[config.mk]
export PLATFORM = sky130hd
export DESIGN_NAME = chip8_blitter_flat
export DESIGN_NICKNAME = d
export VERILOG_FILES = /design/src/rtl/chip8_pkg.sv /design/src/rtl/chip8_blitter_if.sv /design/src/rtl/chip8_blit_coord.sv /design/src/rtl/chip8_blitter.sv /design/src/flat_wrapper.sv
export SDC_FILE = /design/constraint.sdc
export NUM_CORES = 1
export LEC_CHECK = 0
export ABC_AREA = 1
export CAP_MARGIN = 20
export CORE_ASPECT_RATIO = 1.1
export CORE_MARGIN = 5
export CORE_UTILIZATION = 50
export DETAILED_ROUTE_END_ITERATION = 10
export PLACE_DENSITY = 0.78
export REMOVE_ABC_BUFFERS = 1
export SETUP_SLACK_MARGIN = 0.1
export SYNTH_ARGS = -nofsm -noshare
export SYNTH_HDL_FRONTEND = slang
export SYNTH_SLANG_ARGS = --single-unit
export TNS_END_PERCENT = 1
[constraint.sdc]
create_clock -name clk -period 4.4 [get_ports clk]
set_clock_uncertainty 0.1 [all_clocks]
set_input_delay 0.44 -clock clk [delete_from_list [all_inputs] [get_ports clk]]
set_output_delay 0.44 -clock clk [all_outputs]
set_load 0.01 [all_outputs]
[src/rtl/chip8_pkg.sv]
// Shared types and constants for the CHIP-8 sprite blitter.
package chip8_pkg;

    typedef enum logic [2:0] {
        ST_IDLE,
        ST_ROW_A,
        ST_ROW_B,
        ST_ROW_D,
        ST_PIX_RD,
        ST_PIX_WR,
        ST_DONE
    } blit_state_e;

    localparam int ROW_CYC_NARROW = 2;
    localparam int ROW_CYC_WIDE   = 3;
    localparam int PIX_CYC        = 2;

    // Lit pixel value: all ones across the pixel width.
    function automatic logic [31:0] pixel_on(input int w);
        return (32'd1 << w) - 32'd1;
    endfunction

endpackage

[src/rtl/chip8_blitter_if.sv]
// Memory-side bus of the blitter: sprite RAM read port and VRAM read/write port.
interface chip8_blitter_if #(
    parameter int ADDR_W  = 12,
    parameter int HPOS_W  = 7,
    parameter int VPOS_W  = 6,
    parameter int PIXEL_W = 2
);
    logic [ADDR_W-1:0]  ram_addr;
    logic [7:0]         ram_dout;
    logic [HPOS_W-1:0]  vram_hpos;
    logic [VPOS_W-1:0]  vram_vpos;
    logic [PIXEL_W-1:0] vram_pixelo;
    logic [PIXEL_W-1:0] vram_pixeli;
    logic               vram_we;

    modport master (
        output ram_addr, vram_hpos, vram_vpos, vram_pixeli, vram_we,
        input  ram_dout, vram_pixelo
    );

    modport slave (
        input  ram_addr, vram_hpos, vram_vpos, vram_pixeli, vram_we,
        output ram_dout, vram_pixelo
    );
endinterface

[src/rtl/chip8_blit_coord.sv]
// One screen axis: origin + sprite offset, wrapped to the axis size, with a clip flag.
module chip8_blit_coord #(
    parameter int W = 7
) (
    input  logic [W-1:0] origin,
    input  logic [3:0]   offset,
    input  logic         wrap_en,
    output logic [W-1:0] coord,
    output logic         visible
);
    logic [W:0] sum;

    // The carry out of the axis width marks a pixel past the right/bottom edge.
    assign sum     = {1'b0, origin} + {{(W-3){1'b0}}, offset};
    assign coord   = sum[W-1:0];
    assign visible = wrap_en | ~sum[W];
endmodule

[src/rtl/chip8_blitter.sv]
// Dxyn sprite draw engine: fetches sprite rows from RAM and XOR-draws them into VRAM.
// Handshake: start is sampled only in IDLE; busy covers the whole draw and done pulses in its final cycle.
module chip8_blitter
    import chip8_pkg::*;
#(
    parameter int SCREEN_W = 128,
    parameter int SCREEN_H = 64,
    parameter int ADDR_W   = 12,
    parameter int PIXEL_W  = 2
) (
    input  logic              clk,
    input  logic              rst_n,
    input  logic              start,
    input  logic [7:0]        x,
    input  logic [7:0]        y,
    input  logic [3:0]        n,
    input  logic              wide_en,
    input  logic              wrap_en,
    input  logic [ADDR_W-1:0] base_addr,
    output logic              busy,
    output logic              done,
    output logic              collision,
    output blit_state_e       dbg_state,
    chip8_blitter_if.master   mem
);
    localparam int HPOS_W = $clog2(SCREEN_W);
    localparam int VPOS_W = $clog2(SCREEN_H);

    blit_state_e       state_q, state_d;
    logic [HPOS_W-1:0] ox_q;
    logic [VPOS_W-1:0] oy_q;
    logic [ADDR_W-1:0] base_q;
    logic              wrap_q;
    logic              wide_q;
    logic [4:0]        rows_q;
    logic [4:0]        row_q;
    logic [3:0]        col_q;
    logic [15:0]       sprite_q;
    logic              coll_q;

    logic [HPOS_W-1:0] h_coord;
    logic [VPOS_W-1:0] v_coord;
    logic              h_vis, v_vis;
    logic [3:0]        last_col;
    logic              last_row;
    logic [ADDR_W-1:0] row_addr;
    logic              pix_bit;
    logic              pix_lit;
    logic              write_hit;

    chip8_blit_coord #(.W(HPOS_W)) u_hcoord (
        .origin  (ox_q),
        .offset  (col_q),
        .wrap_en (wrap_q),
        .coord   (h_coord),
        .visible (h_vis)
    );

    chip8_blit_coord #(.W(VPOS_W)) u_vcoord (
        .origin  (oy_q),
        .offset  (row_q[3:0]),
        .wrap_en (wrap_q),
        .coord   (v_coord),
        .visible (v_vis)
    );

    assign last_col  = wide_q ? 4'd15 : 4'd7;
    assign last_row  = (row_q == rows_q - 5'd1);
    assign row_addr  = base_q + (wide_q ? ADDR_W'({row_q, 1'b0}) : ADDR_W'(row_q));
    // Sprite row is left-aligned in sprite_q, so column c maps to bit 15-c.
    assign pix_bit   = sprite_q[~col_q];
    assign pix_lit   = (mem.vram_pixelo != '0);
    assign write_hit = (state_q == ST_PIX_WR) && pix_bit && h_vis && v_vis;

    assign busy      = (state_q != ST_IDLE);
    assign done      = (state_q == ST_DONE);
    assign collision = coll_q;
    assign dbg_state = state_q;

    always_comb begin
        state_d = state_q;
        case (state_q)
            ST_IDLE:   if (start) state_d = (n == 4'd0 && !wide_en) ? ST_DONE : ST_ROW_A;
            ST_ROW_A:  state_d = wide_q ? ST_ROW_B : ST_ROW_D;
            ST_ROW_B:  state_d = ST_ROW_D;
            ST_ROW_D:  state_d = ST_PIX_RD;
            ST_PIX_RD: state_d = ST_PIX_WR;
            ST_PIX_WR: begin
                if (col_q != last_col) state_d = ST_PIX_RD;
                else if (last_row)     state_d = ST_DONE;
                else                   state_d = ST_ROW_A;
            end
            ST_DONE:   state_d = ST_IDLE;
            default:   state_d = ST_IDLE;
        endcase
    end

    always_comb begin
        mem.ram_addr    = '0;
        mem.vram_hpos   = '0;
        mem.vram_vpos   = '0;
        mem.vram_pixeli = '0;
        mem.vram_we     = 1'b0;
        case (state_q)
            ST_ROW_A: mem.ram_addr = row_addr;
            ST_ROW_B: mem.ram_addr = row_addr + ADDR_W'(1);
            ST_PIX_RD, ST_PIX_WR: begin
                mem.vram_hpos = h_coord;
                mem.vram_vpos = v_coord;
            end
            default: ;
        endcase
        // Gated by rst_n so the edge that samples reset never commits a write.
        mem.vram_we = write_hit && rst_n;
        if (write_hit)
            mem.vram_pixeli = pix_lit ? '0 : PIXEL_W'(pixel_on(PIXEL_W));
    end

    always_ff @(posedge clk) begin
        if (!rst_n) begin
            state_q  <= ST_IDLE;
            ox_q     <= '0;
            oy_q     <= '0;
            base_q   <= '0;
            wrap_q   <= 1'b0;
            wide_q   <= 1'b0;
            rows_q   <= '0;
            row_q    <= '0;
            col_q    <= '0;
            sprite_q <= '0;
            coll_q   <= 1'b0;
        end else begin
            state_q <= state_d;
            case (state_q)
                ST_IDLE: if (start) begin
                    ox_q   <= HPOS_W'(32'(x) % SCREEN_W);
                    oy_q   <= VPOS_W'(32'(y) % SCREEN_H);
                    base_q <= base_addr;
                    wrap_q <= wrap_en;
                    wide_q <= (n == 4'd0) && wide_en;
                    rows_q <= (n == 4'd0) ? 5'd16 : {1'b0, n};
                    row_q  <= '0;
                    col_q  <= '0;
                    coll_q <= 1'b0;
                end
                ST_ROW_B: sprite_q[15:8] <= mem.ram_dout;
                ST_ROW_D: begin
                    if (wide_q) sprite_q[7:0] <= mem.ram_dout;
                    else        sprite_q      <= {mem.ram_dout, 8'h00};
                    col_q <= '0;
                end
                ST_PIX_WR: begin
                    if (write_hit && pix_lit) coll_q <= 1'b1;
                    if (col_q == last_col) begin
                        col_q <= '0;
                        row_q <= row_q + 5'd1;
                    end else begin
                        col_q <= col_q + 4'd1;
                    end
                end
                default: ;
            endcase
        end
    end
endmodule

[src/flat_wrapper.sv]
// flat-port wrapper written by rule: the top's interface ports become plain ports
module chip8_blitter_flat import chip8_pkg::*;
#(
    parameter int SCREEN_W = 128,
    parameter int SCREEN_H = 64,
    parameter int ADDR_W   = 12,
    parameter int PIXEL_W  = 2
)
  (clk, rst_n, start, x, y, n, wide_en, wrap_en, base_addr, busy, done, collision, dbg_state, mem_ram_addr, mem_vram_hpos, mem_vram_vpos, mem_vram_pixeli, mem_vram_we, mem_ram_dout, mem_vram_pixelo);
  chip8_blitter_if #(.ADDR_W(ADDR_W), .HPOS_W(7), .VPOS_W(6), .PIXEL_W(PIXEL_W)) mem_i ();
  input  logic clk;
  input  logic rst_n;
  input  logic start;
  input  logic [7:0] x;
  input  logic [7:0] y;
  input  logic [3:0] n;
  input  logic wide_en;
  input  logic wrap_en;
  input  logic [ADDR_W-1:0] base_addr;
  output logic busy;
  output logic done;
  output logic collision;
  output blit_state_e dbg_state;
  output wire logic [$bits(mem_i.ram_addr)-1:0] mem_ram_addr;
  output wire logic [$bits(mem_i.vram_hpos)-1:0] mem_vram_hpos;
  output wire logic [$bits(mem_i.vram_vpos)-1:0] mem_vram_vpos;
  output wire logic [$bits(mem_i.vram_pixeli)-1:0] mem_vram_pixeli;
  output wire logic [$bits(mem_i.vram_we)-1:0] mem_vram_we;
  input wire logic [$bits(mem_i.ram_dout)-1:0] mem_ram_dout;
  input wire logic [$bits(mem_i.vram_pixelo)-1:0] mem_vram_pixelo;
  assign mem_ram_addr = mem_i.ram_addr;
  assign mem_vram_hpos = mem_i.vram_hpos;
  assign mem_vram_vpos = mem_i.vram_vpos;
  assign mem_vram_pixeli = mem_i.vram_pixeli;
  assign mem_vram_we = mem_i.vram_we;
  assign mem_i.ram_dout = mem_ram_dout;
  assign mem_i.vram_pixelo = mem_vram_pixelo;
  chip8_blitter #(.SCREEN_W(SCREEN_W), .SCREEN_H(SCREEN_H), .ADDR_W(ADDR_W), .PIXEL_W(PIXEL_W)) u_core (.clk(clk), .rst_n(rst_n), .start(start), .x(x), .y(y), .n(n), .wide_en(wide_en), .wrap_en(wrap_en), .base_addr(base_addr), .busy(busy), .done(done), .collision(collision), .dbg_state(dbg_state), .mem(mem_i));
endmodule
==> results.toml, run 1 <==
[drt]
drc = 0
viasPerCell = 5.33
first_iter_violations = 197
routed_wl_um = 10400
dr_total_vias = 4217
antenna_left = 0
wl_per_cell_um = 13.2
first_pass_iters = 4

[power_and_ir_drop]
power_switching_w = 0.000552
p_clk_share_pct = 30.5
power_frac_comb_pct = 29.0
power.internal_w = 0.00108
p_leak_nw = 2.05
max-vdd-ir-drop_mv = 0.235
p_sw_share_pct = 33.8
p_seq_share_pct = 40.5
power_density_nw_per_um2 = 321

[layout]
multi_input_area_um2 = 2430
final_net_count = 746
finish.utilization_pct = 64.2
fillCellCount = 734
diodes = 0
drive_above_1_share_pct = 8.78
seqCellArea_um2 = 1220
area_growth_pct = 25.6
fin_area_um2 = 5080
stdcell_count = 791

[synthesis]
ys_async_sr_fraction_pct = 0
ys_warn_count = 0
synth-edff-count = 0
ys.flop_type = "dfxtp_1"
synth_seq_cells = 61
netlist-cell-type-count = 39
yosysSeqAreaShare_pct = 30.2
syn_area_per_cell_um2 = 6.66
synth_cells = 607
synthesis.area_um2 = 4050

[die]
pin_count = 81
initial_core_util_pct = 51.1
die_x_um = 95.8
rows = 34
fp.dieArea_um2 = 9990
die_h_um = 104
core_region_area_um2 = 7910

[cts]
clock_latency_ns = 0.34
cts_num_sinks = 61
clk_pin_slew_ns = 0.07
cts_tree = "done"
cts_htree_levels = 3
numCtsBuffers = 9
clockBufferDepth = 2
cts-root-buf = "clkbuf_8"

[place]
place_ws_ns = 0.655
dp_cells = 775
gp_congestion = 0.912
post-dp-hpwl_um = 7940
portBuffers = 77
dpl_cell_area_um2 = 4880

[global_routing]
grt_max_degree = 51
grt_pass1_wl_um = 17700
grt_pass1_vias = 4148
grt-ovfl-total = 0
antenna_found_initial = 0
grt_util_all_layers_pct = 21.8

[timing]
finalSetupTns_ns = 0
setup_violations = 0
max_freq_mhz = 253
min_period_ns = 3.95
fin_crit_sh_pct = 89.7
tightest_slew_ns = 0.854
hold_viol = 0
drv_slew = 0
fin_ws_ns = 0.451
grt_setup_unrepaired = "no"
slew_headroom_pct = 42.9

[critical_path]
path_max_fanout = 11
path_cells = "inv_1, nand2_1, o21ai_0, fa_1, ha_1, inv_1, nor2_4, nand3_1, nor2_2, nand3_2, nor2_2, nand3_1, nand2_1, nand3_1, nand2_1, clkdlybuf4s50_1"
r2r_end = "u_core.wide_q$_SDFFE_PN0P_"
crit_arrival_ns = 3.41
crit_slowest_cell = "fa_1"
r2r-start = "u_core.dbg_state[2]$_SDFFE_PN0P_"
ff2ff_setup_slack_ns = 1.89
critPathMaxStageDelay_ns = 0.60
endpoint_kind = "output port"
critPathKind = "reg -> out"
critPathTopFamily = "simple AND/OR/NAND/NOR gates"
rr_worst_depth = 7
critical_path_buf_inv_count = 3
worst_ep_required_time_ns = 3.86
start_kind = "flip-flop"

[min_path]
min_path_cells = 2
min-delay-start = "u_core.wrap_q$_SDFFE_PN0P_"
holdCritPathClass = "reg -> reg"
whs_endpoint = "u_core.wrap_q$_SDFFE_PN0P_"

[status]
status = "complete, no violations"

[run]
max-cap-violations = 0
-- tightest hold or removal path: cells and delay by family, from the launching register on --
kind,cells,cell delay (ns)
flops,1,0.30
buf+inv,1,0.06
compound gates,1,0.05
-- timing repair --
item,in CTS,in global routing
gates resized for setup,0,1
hold buffers,0,0
setup endpoints to repair,0,4
setup buffers,0,0
endpoints found under the hold margin,0,0
-- how the worst max path moves through the flow --
stage | depth (start not counted) | slack (ns) | startpoint | to
after global routing | 16 | 0.16 | u_core.wide_q$_SDFFE_PN0P_ | mem_ram_addr[10]
after CTS | 16 | 0.28 | u_core.wide_q$_SDFFE_PN0P_ | mem_ram_addr[10]
after global placement | 16 | 0.74 | u_core.wide_q$_SDFFE_PN0P_ | mem_ram_addr[10]
final | 16 | 0.45 | u_core.wide_q$_SDFFE_PN0P_ | mem_ram_addr[10]
after floorplan | 15 | 1.30 | u_core.wide_q$_SDFFE_PN0P_ | mem_ram_addr[10]
after detailed placement | 16 | 0.66 | u_core.wide_q$_SDFFE_PN0P_ | mem_ram_addr[10]
-- layout by cell type (no fill, tap or decap), types with 2 or more instances in the layout --
master | synthesis | final
clkbuf_8 | 0 | 10
nor4_1 | 2 | 2
a211oi_1 | 6 | 6
nor2_4 | 3 | 3
or2_2 | 2 | 2
inv_2 | 8 | 8
buf_4 | 2 | 4
nand2_4 | 2 | 2
nand4_1 | 10 | 10
inv_1 | 69 | 69
clkinvlp_4 | 0 | 3
nor3_1 | 11 | 11
a21oi_1 | 67 | 67
nand3_2 | 7 | 7
nor3b_1 | 3 | 3
nand2_1 | 140 | 140
xor2_1 | 7 | 7
nor2_1 | 52 | 52
clkinv_2 | 0 | 2
clkdlybuf4s50_1 | 0 | 77
xnor2_1 | 5 | 5
ha_1 | 18 | 18
xor2_4 | 2 | 2
o21ai_0 | 42 | 42
nand2_2 | 8 | 8
dfxtp_1 | 61 | 60
nor2_2 | 5 | 5
a31oi_1 | 3 | 3
o22ai_1 | 4 | 4
nand3_1 | 38 | 38
fa_1 | 3 | 3
-- metrics by stage --
step           power, W  hold slack (ns)
2_1_floorplan  0.000961            0.324
3_3_place_gp    0.00113            0.340
3_5_place_dp    0.00114            0.342
4_1_cts         0.00164            0.353
5_1_grt         0.00173            0.378
6_report        0.00163            0.350
-- cell families (layout without fill, tap and decap cells) --
logic type                 after synthesis  in the layout  synth area share, %
AOI/OAI and AO/OA                      128            128                 16.8
xor gates and xnor gates                14             14                 3.96
adders and majority gates               21             21                 7.05
buffers and inverters                   98            174                 9.65
DFF                                     61             61                 30.2
and+or+nand+nor                        285            285                 32.3
-- sequential cells by signal, indices dropped and copies added, names as in the netlist, 3 cells and up --
register          cells
u_core.col_q          4
u_core.oy_q           6
u_core.base_q        12
u_core.rows_q         5
u_core.dbg_state      3
u_core.row_q          5
u_core.sprite_q      16
u_core.ox_q           7
-- metal layers --
| layer | wire length, µm | vias up | share of wire (%) | track usage (%) |
|---|---|---|---|---|
| met5 | 0 | - | 0 | 0 |
| met4 | 221 | 0 | 2.1 | 8.13 |
| met2 | 5390 | 132 | 52 | 39.6 |
| met1 | 4200 | 1929 | 40 | 24.3 |
| met3 | 591 | 20 | 5.7 | 4.12 |
| li1 | - | 2136 | - | - |
-- cells in the mapped netlist, types with 2 or more instances --
| cell | number | area [µm²] |
|---|---|---|
| a21oi_1 | 67 | 335 |
| nor2_1 | 52 | 195 |
| ha_1 | 18 | 225 |
| nor4_1 | 2 | 12.5 |
| o22ai_1 | 4 | 25.0 |
| inv_1 | 69 | 259 |
| nand2_2 | 8 | 50.1 |
| buf_2 | 6 | 30.0 |
| nand3_2 | 7 | 70.1 |
| a31oi_1 | 3 | 18.8 |
| xor2_1 | 7 | 61.3 |
| nand2_1 | 140 | 526 |
| fa_1 | 3 | 60.1 |
| nor2_2 | 5 | 31.3 |
| xor2_4 | 2 | 55.1 |
| clkbuf_1 | 11 | 41.3 |
| inv_2 | 8 | 30.0 |
| nand3_1 | 38 | 190 |
| nand2_4 | 2 | 22.5 |
| buf_4 | 2 | 15.0 |
| nor2_4 | 3 | 33.8 |
| nand4_1 | 10 | 62.6 |
| or2_2 | 2 | 12.5 |
| o21ai_0 | 42 | 210 |
| dfxtp_1 | 61 | 1220 |
| nor3_1 | 11 | 55.1 |
| a211oi_1 | 6 | 45.0 |
| nor3b_1 | 3 | 22.5 |
| xnor2_1 | 5 | 43.8 |
-- power groups by stage --
| stage | Combinational, W | Sequential, W | Clock, W |
|---|---|---|---|
| after floorplan | 0.000297 | 0.000664 | 0 |
| after global routing | 0.000531 | 0.000669 | 0.000529 |
| after CTS | 0.000475 | 0.000660 | 0.000504 |
| final | 0.000474 | 0.000661 | 0.000498 |
| after global placement | 0.000458 | 0.000670 | 0 |
| after detailed placement | 0.000472 | 0.000672 | 0 |
-- final cells by class --
cell class | instances | area share, %
Inverter | 77 | 5.69
Sequential cell | 61 | 24.1
Clock inverter | 6 | 1.23
Tap cell | 108 | 2.66
Multi-Input combinational cell | 448 | 47.9
Timing Repair Buffer | 81 | 15.8
Clock buffer | 10 | 2.71
(Power assumes the default switching activity.)
==> inputs of run 2 (changes only) <==
ABC_AREA = not set   (was 1)
PLACE_DENSITY = 0.79   (was 0.78)
==> run 2 against run 1 <==
  * Combinational power decreased by 21%
  * Critical path type unchanged
  * Setup slack worse by 0.23 ns
  * Via count fell by 15%
  * Sequential power decreased by 3.0%
  * Final area shrank 4.6%
  * Clock-buffer cell count grew 2
  * Largest cell class unchanged
  * Global-route usage decreased by 1.3 points
  * Synthesized cell count fell by 22%
  * First-iteration DRC count down 14%
==> results.toml, run 2 <==
[status]
status = "complete, no violations"

[layout]
layout_common_cells = "nand2_1 (92), clkdlybuf4s50_1 (74), dfxtp_1 (60)"
stdcell_count = 638
reg.largest.list = "u_core.sprite_q (16), u_core.base_q (12), u_core.ox_q (7)"
final_common_cell = "nand2_1"
diodes = 0
largest_register_ffs = 16
area_growth_pct = 29.4
final_net_count = 614
largest_register = "u_core.sprite_q"
drive_above_1_share_pct = 9.07

[cts]
clock_latency_ns = 0.34
cts-root-buf = "clkbuf_8"
clk_pin_slew_ns = 0.07
cts_htree_levels = 3
clockBufferDepth = 2
post-cts-setup-buffers = 0
numCtsBuffers = 9
cts_num_sinks = 61
postCtsHoldBufs = 0
cts_tree = "done"

[drt]
top_layer = "met4"
wl_met3_um = 640
drc = 0
wl_met1_um = 3850
routed_wl_um = 9400
first_iter_violations = 169
wl_per_cell_um = 14.7
dr_wl_met2_um = 4810
viasPerCell = 5.61
dr_total_vias = 3580
antenna_left = 0
first_pass_iters = 4

[global_routing]
grt_max_degree = 55
antenna_found_initial = 0
grt_util_all_layers_pct = 20.4
grt-ovfl-total = 0
grt_pass1_vias = 3478
grt_pass1_wl_um = 15500

[synthesis]
yosys.area.top_type = "dfxtp_1"
syn_area_per_cell_um2 = 7.90
synthesis.area_um2 = 3750
synth_seq_cells = 61
ys_async_sr_fraction_pct = 0
ys_warn_count = 0
ys.flop_type = "dfxtp_1"
synth_area_leaders = "dfxtp_1 (33%), nand2_1 (9.2%), a21oi_1 (8.0%)"
yosysSeqAreaShare_pct = 32.6
netlist.area_leader.share_pct = 32.6
synth_commonest_cells = "nand2_1 (92), dfxtp_1 (61), a21oi_1 (60), nor2_1 (36), clkbuf_1 (23)"
synth_cells = 474
synth-edff-count = 0
netlist-cell-type-count = 51
yosysMostFrequentCell = "nand2_1"

[timing]
max_freq_mhz = 239
tightest_slew_ns = 0.750
finalSetupTns_ns = 0
fin_crit_sh_pct = 95.1
slew_headroom_pct = 50.0
drv_slew = 0
hold_viol = 0
grt_setup_unrepaired = "yes"
min_period_ns = 4.18
setup_violations = 0

[critical_path]
worst_ep_required_time_ns = 3.86
ff2ff_setup_slack_ns = 1.76
path_cells = "mux2_2, ha_1, a21o_2, a41oi_2, nand2_1, xnor2_1, or4b_4, o31a_1, o31ai_1, dlygate4sd2_1"
critPathMaxStageDelay_ns = 0.57
critPathTopFamily = "compound AO/OA/AOI/OAI gates"
r2r-start = "u_core.dbg_state[2]$_SDFFE_PN0P_"
r2r_end = "u_core.row_q[4]$_SDFFE_PN0P_"
crit_slowest_cell = "or4b_4"
start_kind = "flip-flop"
critical_path_buf_inv_count = 1
crit_arrival_ns = 3.64
critPathKind = "reg -> out"
rr_worst_depth = 7
endpoint_kind = "output port"
cp-startpoint = "u_core.wide_q$_SDFFE_PN0P_"
path_max_fanout = 7

[min_path]
holdCritPathClass = "reg -> reg"
min-delay-start = "u_core.sprite_q[1]$_SDFFE_PN0P_"
whs_endpoint = "u_core.sprite_q[1]$_SDFFE_PN0P_"
min_path_cells = 2

[place]
dp_cells = 622
portBuffers = 77
gp_congestion = 0.828
post-dp-hpwl_um = 6940

[power_and_ir_drop]
power_density_nw_per_um2 = 310
p_leak_nw = 1.91
power_w = 0.00150
max-vdd-ir-drop_mv = 0.252

[die]
die_h_um = 101
rows = 33
fp.dieArea_um2 = 9330
core_region_area_um2 = 7390
die_x_um = 92.5
initial_core_util_pct = 50.7
pin_count = 81

[run]
max-cap-violations = 0
run 2: cell count changes in the layout (fill, tap and decap cells not counted), moves of 8 or more:
cell / previous run / this run
inv_1: 69 / 6
nand2_1: 140 / 92
o21ai_0: 42 / 15
nand3_1: 38 / 18
nor2_1: 52 / 36
xnor2_1: 5 / 18
mux2i_1: 0 / 9
a21oi_1: 67 / 59
nand2_2: 8 / 0
xor2_1: 7 / 15
run 2: final cells by class:
class                   count  area, µm²
clock buffers              12        145
clock inverters             4       47.5
fillers                   615       2540
inverters                   7       26.3
multi-input cells         380       2430
flip-flops and latches     61       1220
well taps                  87        109
repair buffers             87        863
run 2: cell families (layout without fill, tap and decap cells):
kind of cell	count (synthesis)	count (layout)	share of synthesized area (%)
simple gates	195	195	23.9
fa+ha+maj	21	21	7.62
mux	18	18	6.61
flops	61	61	32.6
xor+xnor	35	35	8.18
buf+inv	33	110	3.44
compound gates	111	111	17.7
run 2: power breakdown:
part           leakage, nW  switching, W  internal (W)
clock network       0.0964      0.000214      0.000275
registers            0.497     0.0000483      0.000592
logic                 1.32      0.000198      0.000176
total                 1.91      0.000460       0.00104
run 2: metal layers:
metal	up-vias	global-route usage, %
li1	1791	-
met1	1676	24.2
met2	101	36.0
met3	12	5.45
met4	0	6.63
met5	-	0
run 2: repair_timing:
action,4_1_cts,5_1_grt
pin swaps,0,1
endpoints found under the setup margin,4,4
resized for setup,4,8
run 2: worst max path at each step:
stage,to,slack (ns),cells past startpoint
final,mem_ram_addr[11],0.22,10
after global placement,mem_ram_addr[11],0.13,10
after CTS,mem_ram_addr[11],0.07,10
after floorplan,mem_ram_addr[11],0.43,9
after detailed placement,mem_ram_addr[11],0.07,10
after global routing,mem_ram_addr[11],0.07,10
run 2: through the flow:
stage	area, µm²	setup WS, ns	hold WS [ns]	util [%]
after floorplan	3640	0.429	0.329	-
after global placement	4590	0.128	0.338	62.1
after detailed placement	4620	0.0665	0.341	62.5
after CTS	4810	0.0688	0.350	65.1
after global routing	4850	0.0708	0.362	65.6
final	4850	0.217	0.351	65.6
run 2: worst register-to-register path, stage by stage (launching register included):
cell     delay (ns)
dfxtp_1        0.59
nor2b_1        0.63
nand2_1        0.34
nor2_1         0.36
o21a_1         0.18
nand3_1        0.09
xor2_1         0.17
nor2_1         0.06
==> inputs of run 3 (changes only) <==
CTS_CLUSTER_SIZE = 10   (was not set)
==> results of run 3 <==
No change in the layout: final DEF, timing and power equal those of run 2.
